[config.mk]
export PLATFORM = sky130hd
export DESIGN_NAME = brute_force_matcher_best_two
export DESIGN_NICKNAME = d
export VERILOG_FILES = /design/src/rtl/brute_force_matcher_best_two_pkg.sv /design/src/rtl/brute_force_matcher_best_two_update.sv /design/src/rtl/brute_force_matcher_best_two.sv
export SDC_FILE = /design/constraint.sdc
export NUM_CORES = 1
export LEC_CHECK = 0
export ABC_AREA = 0
export BUFFER_PORTS_ARGS = -buffer_cell sky130_fd_sc_hd__clkbuf_2
export CORE_MARGIN = 2
export CORE_UTILIZATION = 51
export CTS_CLUSTER_DIAMETER = 100
export DETAILED_ROUTE_END_ITERATION = 12
export GPL_TIMING_DRIVEN = 0
export PLACE_DENSITY = 0.83
export SLEW_MARGIN = 40
export SYNTH_ARGS = -nofsm -noshare
export SYNTH_HDL_FRONTEND = slang
export SYNTH_SLANG_ARGS = --single-unit
[constraint.sdc]
create_clock -name clk -period 2.8 [get_ports clk]
set_clock_uncertainty 0.1 [all_clocks]
set_input_delay 0.14 -clock clk [delete_from_list [all_inputs] [get_ports clk]]
set_output_delay 0.14 -clock clk [all_outputs]
set_load 0.01 [all_outputs]
[src/rtl/brute_force_matcher_best_two_pkg.sv]
// Shared widths, match-table field layout, FSM encoding and score clamp
// for the best-two brute force matcher.
package brute_force_matcher_best_two_pkg;

    localparam int SCORE_W = 26;
    localparam int QID_W   = 16;
    localparam int MID_W   = 16;

    // Largest representable positive score; also the "no candidate" value.
    localparam logic [SCORE_W-1:0] SMAX = {1'b0, {(SCORE_W-1){1'b1}}};

    // Match table entry, LSB first:
    //   [25:0]    1ST_SCORE
    //   [41:26]   1ST_QUERY_KEYPOINT_ID
    //   [57:42]   1ST_MODEL_KEYPOINT_ID
    //   [83:58]   2ND_SCORE
    //   [99:84]   2ND_QUERY_KEYPOINT_ID
    //   [115:100] 2ND_MODEL_KEYPOINT_ID
    typedef struct packed {
        logic [MID_W-1:0]   mid2;
        logic [QID_W-1:0]   qid2;
        logic [SCORE_W-1:0] score2;
        logic [MID_W-1:0]   mid1;
        logic [QID_W-1:0]   qid1;
        logic [SCORE_W-1:0] score1;
    } match_entry_t;

    localparam int MATCH_TABLE_WIDTH = $bits(match_entry_t);

    // ST_IDLE  | no candidate held
    // ST_ACCUM | at least one candidate held for the current query
    typedef enum logic {
        ST_IDLE  = 1'b0,
        ST_ACCUM = 1'b1
    } state_e;

    // Distances with the sign bit set are treated as "very far".
    function automatic logic [SCORE_W-1:0] clamp_score(input logic [SCORE_W-1:0] d);
        return d[SCORE_W-1] ? SMAX : d;
    endfunction

endpackage

[src/rtl/brute_force_matcher_best_two_update.sv]
// Combinational best-two insertion: folds one distance into the running
// (best1, best2) pair. Strict compares keep the earlier candidate on ties.
module brute_force_matcher_best_two_update
    import brute_force_matcher_best_two_pkg::*;
(
    input  logic [SCORE_W-1:0] best1_i,
    input  logic [MID_W-1:0]   mid1_i,
    input  logic [SCORE_W-1:0] best2_i,
    input  logic [MID_W-1:0]   mid2_i,
    input  logic [SCORE_W-1:0] d_i,
    input  logic [MID_W-1:0]   mid_i,
    input  logic               first_i,
    output logic [SCORE_W-1:0] best1_o,
    output logic [MID_W-1:0]   mid1_o,
    output logic [SCORE_W-1:0] best2_o,
    output logic [MID_W-1:0]   mid2_o
);

    logic [SCORE_W-1:0] d_c;

    // Insert the clamped distance into the sorted pair.
    always_comb begin
        d_c     = clamp_score(d_i);
        best1_o = best1_i;
        mid1_o  = mid1_i;
        best2_o = best2_i;
        mid2_o  = mid2_i;
        if (first_i) begin
            best1_o = d_c;
            mid1_o  = mid_i;
            best2_o = SMAX;
            mid2_o  = '0;
        end else if (d_c < best1_i) begin
            best2_o = best1_i;
            mid2_o  = mid1_i;
            best1_o = d_c;
            mid1_o  = mid_i;
        end else if (d_c < best2_i) begin
            best2_o = d_c;
            mid2_o  = mid_i;
        end
    end

endmodule

[src/rtl/brute_force_matcher_best_two.sv]
// Best-two distance tracker per query keypoint; emits one match table
// entry one cycle after each tlast beat.
// Optional statistics counters: BRUTE_FORCE_MATCHER_BEST_TWO_STATS_EN.
module brute_force_matcher_best_two
    import brute_force_matcher_best_two_pkg::*;
(
    input  logic                         clk,
    input  logic                         rst,
    input  logic                         s_axis_tvalid,
    input  logic [SCORE_W-1:0]           s_axis_tdata,
    input  logic [QID_W-1:0]             s_axis_tqid,
    input  logic [MID_W-1:0]             s_axis_tmid,
    input  logic                         s_axis_tlast,
    output logic                         m_axis_result_tvalid,
    output logic [MATCH_TABLE_WIDTH-1:0] m_axis_result_tdata,
    output logic                         err_qid
`ifdef BRUTE_FORCE_MATCHER_BEST_TWO_STATS_EN
    ,
    output logic [31:0]                  stat_queries,
    output logic [31:0]                  stat_single
`endif
);

    state_e             state_q, state_d;
    logic [SCORE_W-1:0] best1_q, best2_q, best1_n, best2_n;
    logic [MID_W-1:0]   mid1_q, mid2_q, mid1_n, mid2_n;
    logic [QID_W-1:0]   qid_q;
    logic               out_valid_q;
    match_entry_t       out_data_q;
    match_entry_t       entry_c;
    logic               err_q;
    logic               first_c;
    logic [QID_W-1:0]   entry_qid_c;

    assign first_c     = (state_q == ST_IDLE);
    assign entry_qid_c = first_c ? s_axis_tqid : qid_q;

    brute_force_matcher_best_two_update u_update (
        .best1_i (best1_q),
        .mid1_i  (mid1_q),
        .best2_i (best2_q),
        .mid2_i  (mid2_q),
        .d_i     (s_axis_tdata),
        .mid_i   (s_axis_tmid),
        .first_i (first_c),
        .best1_o (best1_n),
        .mid1_o  (mid1_n),
        .best2_o (best2_n),
        .mid2_o  (mid2_n)
    );

    // Assemble the entry from the post-update values so tlast beats bypass the holding regs.
    always_comb begin
        entry_c        = '0;
        entry_c.score1 = best1_n;
        entry_c.mid1   = mid1_n;
        entry_c.qid1   = entry_qid_c;
        entry_c.score2 = best2_n;
        entry_c.mid2   = mid2_n;
        entry_c.qid2   = entry_qid_c;
    end

    // Next state: any tlast closes the query, otherwise a valid beat keeps accumulating.
    always_comb begin
        state_d = state_q;
        if (s_axis_tvalid) begin
            state_d = s_axis_tlast ? ST_IDLE : ST_ACCUM;
        end
    end

    // State register.
    always_ff @(posedge clk or negedge rst) begin
        if (!rst) state_q <= ST_IDLE;
        else      state_q <= state_d;
    end

    // Candidate holding registers, output register and sticky qid error.
    always_ff @(posedge clk or negedge rst) begin
        if (!rst) begin
            best1_q     <= SMAX;
            best2_q     <= SMAX;
            mid1_q      <= '0;
            mid2_q      <= '0;
            qid_q       <= '0;
            out_valid_q <= 1'b0;
            out_data_q  <= '0;
            err_q       <= 1'b0;
        end else begin
            out_valid_q <= 1'b0;
            if (s_axis_tvalid) begin
                if (!first_c && (s_axis_tqid != qid_q)) err_q <= 1'b1;
                if (first_c) qid_q <= s_axis_tqid;
                if (s_axis_tlast) begin
                    out_valid_q <= 1'b1;
                    out_data_q  <= entry_c;
                    best1_q     <= SMAX;
                    best2_q     <= SMAX;
                    mid1_q      <= '0;
                    mid2_q      <= '0;
                end else begin
                    best1_q <= best1_n;
                    best2_q <= best2_n;
                    mid1_q  <= mid1_n;
                    mid2_q  <= mid2_n;
                end
            end
        end
    end

    assign m_axis_result_tvalid = out_valid_q;
    assign m_axis_result_tdata  = out_data_q;
    assign err_qid              = err_q;

`ifdef BRUTE_FORCE_MATCHER_BEST_TWO_STATS_EN
    logic [31:0] stat_queries_q, stat_single_q;

    // Entry counters advance on the same edge that raises the output pulse.
    always_ff @(posedge clk or negedge rst) begin
        if (!rst) begin
            stat_queries_q <= '0;
            stat_single_q  <= '0;
        end else if (s_axis_tvalid && s_axis_tlast) begin
            stat_queries_q <= stat_queries_q + 32'd1;
            if (first_c) stat_single_q <= stat_single_q + 32'd1;
        end
    end

    assign stat_queries = stat_queries_q;
    assign stat_single  = stat_single_q;
`endif

endmodule
==> impl_metrics.yaml <==
critical_path:
  slowest_delay_ns: 0.58
  cp_slowest_cell: "dfstp_2"
  cp_max_fo: 10
  worstPathRequired_ns: 3.12
  critPathKind: "flop to flop"
  critPathArrivalTime_ns: 3.68
  cp-end-kind: "flop"
  cp_cell_sequence: "inv_4 -> ha_4 -> nand4_1 -> nor4_4 -> o2111ai_2 -> o211a_4 -> buf_4 -> clkbuf_4 -> and4_1 -> a21oi_2 -> o21ai_2"
  cp_num_buf_inv: 3
  cpLargestDelayFamily: "simple AND/OR/NAND/NOR gates"
  cp-start-kind: "flop"
sta:
  maxSlewViolCount: 0
  fmax_mhz: 297
  rsz0062_at_grt: "yes"
  min_period_ns: 3.36
  hold_ws_ns: -0.00181
  setup_viol: 166
  tightest_slew_ns: 1.45
  fin_ws_ns: -0.564
  worst_slew_margin_rel: 0.0308
  final-hold-violation-count: 1
  fin_crit_sh: 1.20
routing:
  viasPerCell: 6.98
  wl_per_cell_um: 28.1
  drt-total-wl_um: 46300
  detail_route.first_pass.iterations: 8
  initialDrtViolationCount: 1452
  route.antenna.remaining_nets: 0
  drc_errors: 0
  vias: 11500
placement:
  io_buffer_count: 178
  post-place-ws_ns: -1.03
  dp_hpwl_um: 22500
  gp_congestion: 0.920
global_route:
  grt_usage: 0.334
  grt_max_degree: 62
  grt_pass1_vias: 10800
  grt_antenna_before_repair: 0
  grt_pass1_wl_um: 57900
  gr-total-overflow: 0
layout:
  diodes: 0
  fin_util: 0.759
  drive_gt1_frac: 0.461
  nets: 1465
  syn2layout_area_growth_pct: 47.4
logic_synthesis:
  yosysMostFrequentCell: "dfrtp_1"
  yosysTopAreaCell: "dfrtp_1"
  synth_cell_types: 58
  synth_top_cells_by_area: "dfrtp_1 (36%), dfstp_2 (12%), mux2i_1 (6.9%)"
  synth_top_cell_area_share: 0.357
  netlist_area_sq_um: 10700
  syn_inst: 1035
  ys_seq_elements: 203
  ys_warn_count: 0
  synth_fp_nets: 1145
  synth_edf_count: 0
  ys_seq_area_frac: 0.480
  synthArstFlopShare: 1.00
  synthTopCellsByCount: "dfrtp_1 (153), a21oi_1 (96), o21ai_0 (79), mux2i_1 (74), nand2_1 (71)"
  synth-main-ff-cell: "dfrtp_1"
  syn_avg_cell_area_sq_um: 10.4
floorplan:
  die_x_um: 149
  chipHeight_um: 149
  core_area_sq_um: 20800
  dieArea_sq_um: 22200
  initial_core_util: 0.515
  rows: 53
  ioPinCount: 180
outcome:
  status: "complete, but fails checks"
  violations: "negative hold slack, negative setup slack"
clock_tree:
  clkTransAtPathRegs_ns: 0.07
  cts_buffer_depth: 3
  insertion_delay_ns: 0.55
  htree_levels: 1
  clock_sinks: 203
  cts-buffers-inserted: 22
  tritoncts: "yes"
  cts-root-buf: "clkbuf_16"
run:
  maxCapViolations: 0
power_and_ir_drop:
  power_leakage_nw: 7.20
  powerDensity_nw_per_um2: 659
  peakVddDrop_mv: 0.494
worst_hold_path:
  hold_path_class: "primary input to flop"
==> layer usage <==
| layer | GRT usage | routed length [um] |
|---|---|---|
| met5 | 0 | 0 |
| met3 | 0.0749 | 6260 |
| met1 | 0.414 | 15300 |
| met2 | 0.534 | 20600 |
| met4 | 0.206 | 4210 |
==> timing repair <==
item,4_1_cts,5_1_grt
setup buffers,24,23
endpoints found under the hold margin,243,0
pin swaps,38,68
hold buffers,58,0
cloned,6,8
gates resized for setup,156,262
endpoints found under the setup margin,166,174
==> worst paths after layout <==
path                                              start                                    to  slack, ns  cells past startpoint
worst max-delay path            best1_q[21]$_DFFE_PN1P_  m_axis_result_tdata[114]$_DFFE_PN0P_      -0.56                     11
worst min-delay path                   s_axis_tdata[24]   m_axis_result_tdata[24]$_DFFE_PN0P_     -0.002                      4
worst max register to register  best1_q[21]$_DFFE_PN1P_  m_axis_result_tdata[114]$_DFFE_PN0P_      -0.56                     11
worst min register to register      err_qid$_DFFE_PN0P_                   err_qid$_DFFE_PN0P_       0.38                      1
max in group asynchronous                           rst                best1_q[3]$_DFFE_PN1P_       1.77                      4
min in group asynchronous                           rst               best2_q[23]$_DFFE_PN1P_       0.08                      2
==> cells by family (layout without fill, tap and decap cells) <==
family,after synthesis,after routing,share of synthesized area
compound gates,308,308,0.182
xor+xnor,16,16,0.0131
fa+ha+maj,48,48,0.0560
buf+inv,148,484,0.0651
flops,203,203,0.480
mux,90,90,0.0859
simple gates,222,222,0.118
==> layout make-up <==
class / instances / area, sq um
Multi-Input combinational cell: 684 / 6300
Sequential cell: 203 / 5140
Fill cell: 1105 / 5030
Timing Repair Buffer: 299 / 2340
Buffer: 90 / 751
Clock buffer: 32 / 628
Tap cell: 275 / 344
Inverter: 55 / 211
Clock inverter: 8 / 76.3
==> power by group <==
| group | switching [mW] | internal, mW | leakage (nW) | total, mW |
|---|---|---|---|---|
| Combinational | 1.97 | 1.62 | 4.47 | 3.59 |
| Clock | 1.31 | 1.66 | 0.351 | 2.97 |
| Sequential | 0.434 | 3.42 | 2.37 | 3.85 |
| Total | 3.72 | 6.69 | 7.20 | 10.4 |
==> state kept, by name, summed over array words and instances (netlist names) <==
name,flops
best2_q,26
mid1_q,16
m_axis_result_tvalid,1
best1_q,26
state_q,1
err_qid,1
qid_q,16
m_axis_result_tdata,100
mid2_q,16
==> cell usage in the layout, fill, tap and decap left out, types with 21 or more instances in the layout <==
cell type / count
clkbuf_16: 30
dlygate4sd3_1: 57
a21oi_2: 61
nand2_1: 70
o21ai_1: 31
clkbuf_2: 178
buf_4: 44
a21oi_1: 33
clkbuf_1: 38
inv_1: 49
dfstp_2: 50
o21ai_0: 51
nand4_1: 29
or2_2: 23
dfrtp_1: 153
ha_1: 35
o22ai_4: 21
buf_6: 21
mux2i_1: 42
o32a_1: 25
==> worst min-delay path: stages <==
cell and delay (ns):
clkbuf_2 0.08, or2_2 0.22, nand3_2 0.09, o311ai_2 0.07
==> through the flow <==
stage          cell area, sq um  TNS (ns)  instances  hold WS (ns)  power (mW)
6_report                  15800    -70.71       1646      -0.00181        10.4
4_1_cts                   14300     -4.15       1617       0.00536        9.43
2_1_floorplan             10700         0       1035        -0.256        5.13
3_5_place_dp              12000   -143.01       1491       -0.0494        6.08
5_1_grt                   15800    -64.14       1646        0.0159        10.7
3_3_place_gp              12000   -546.88       1488         0.295        5.98
Power figures use the tool's default switching activity.
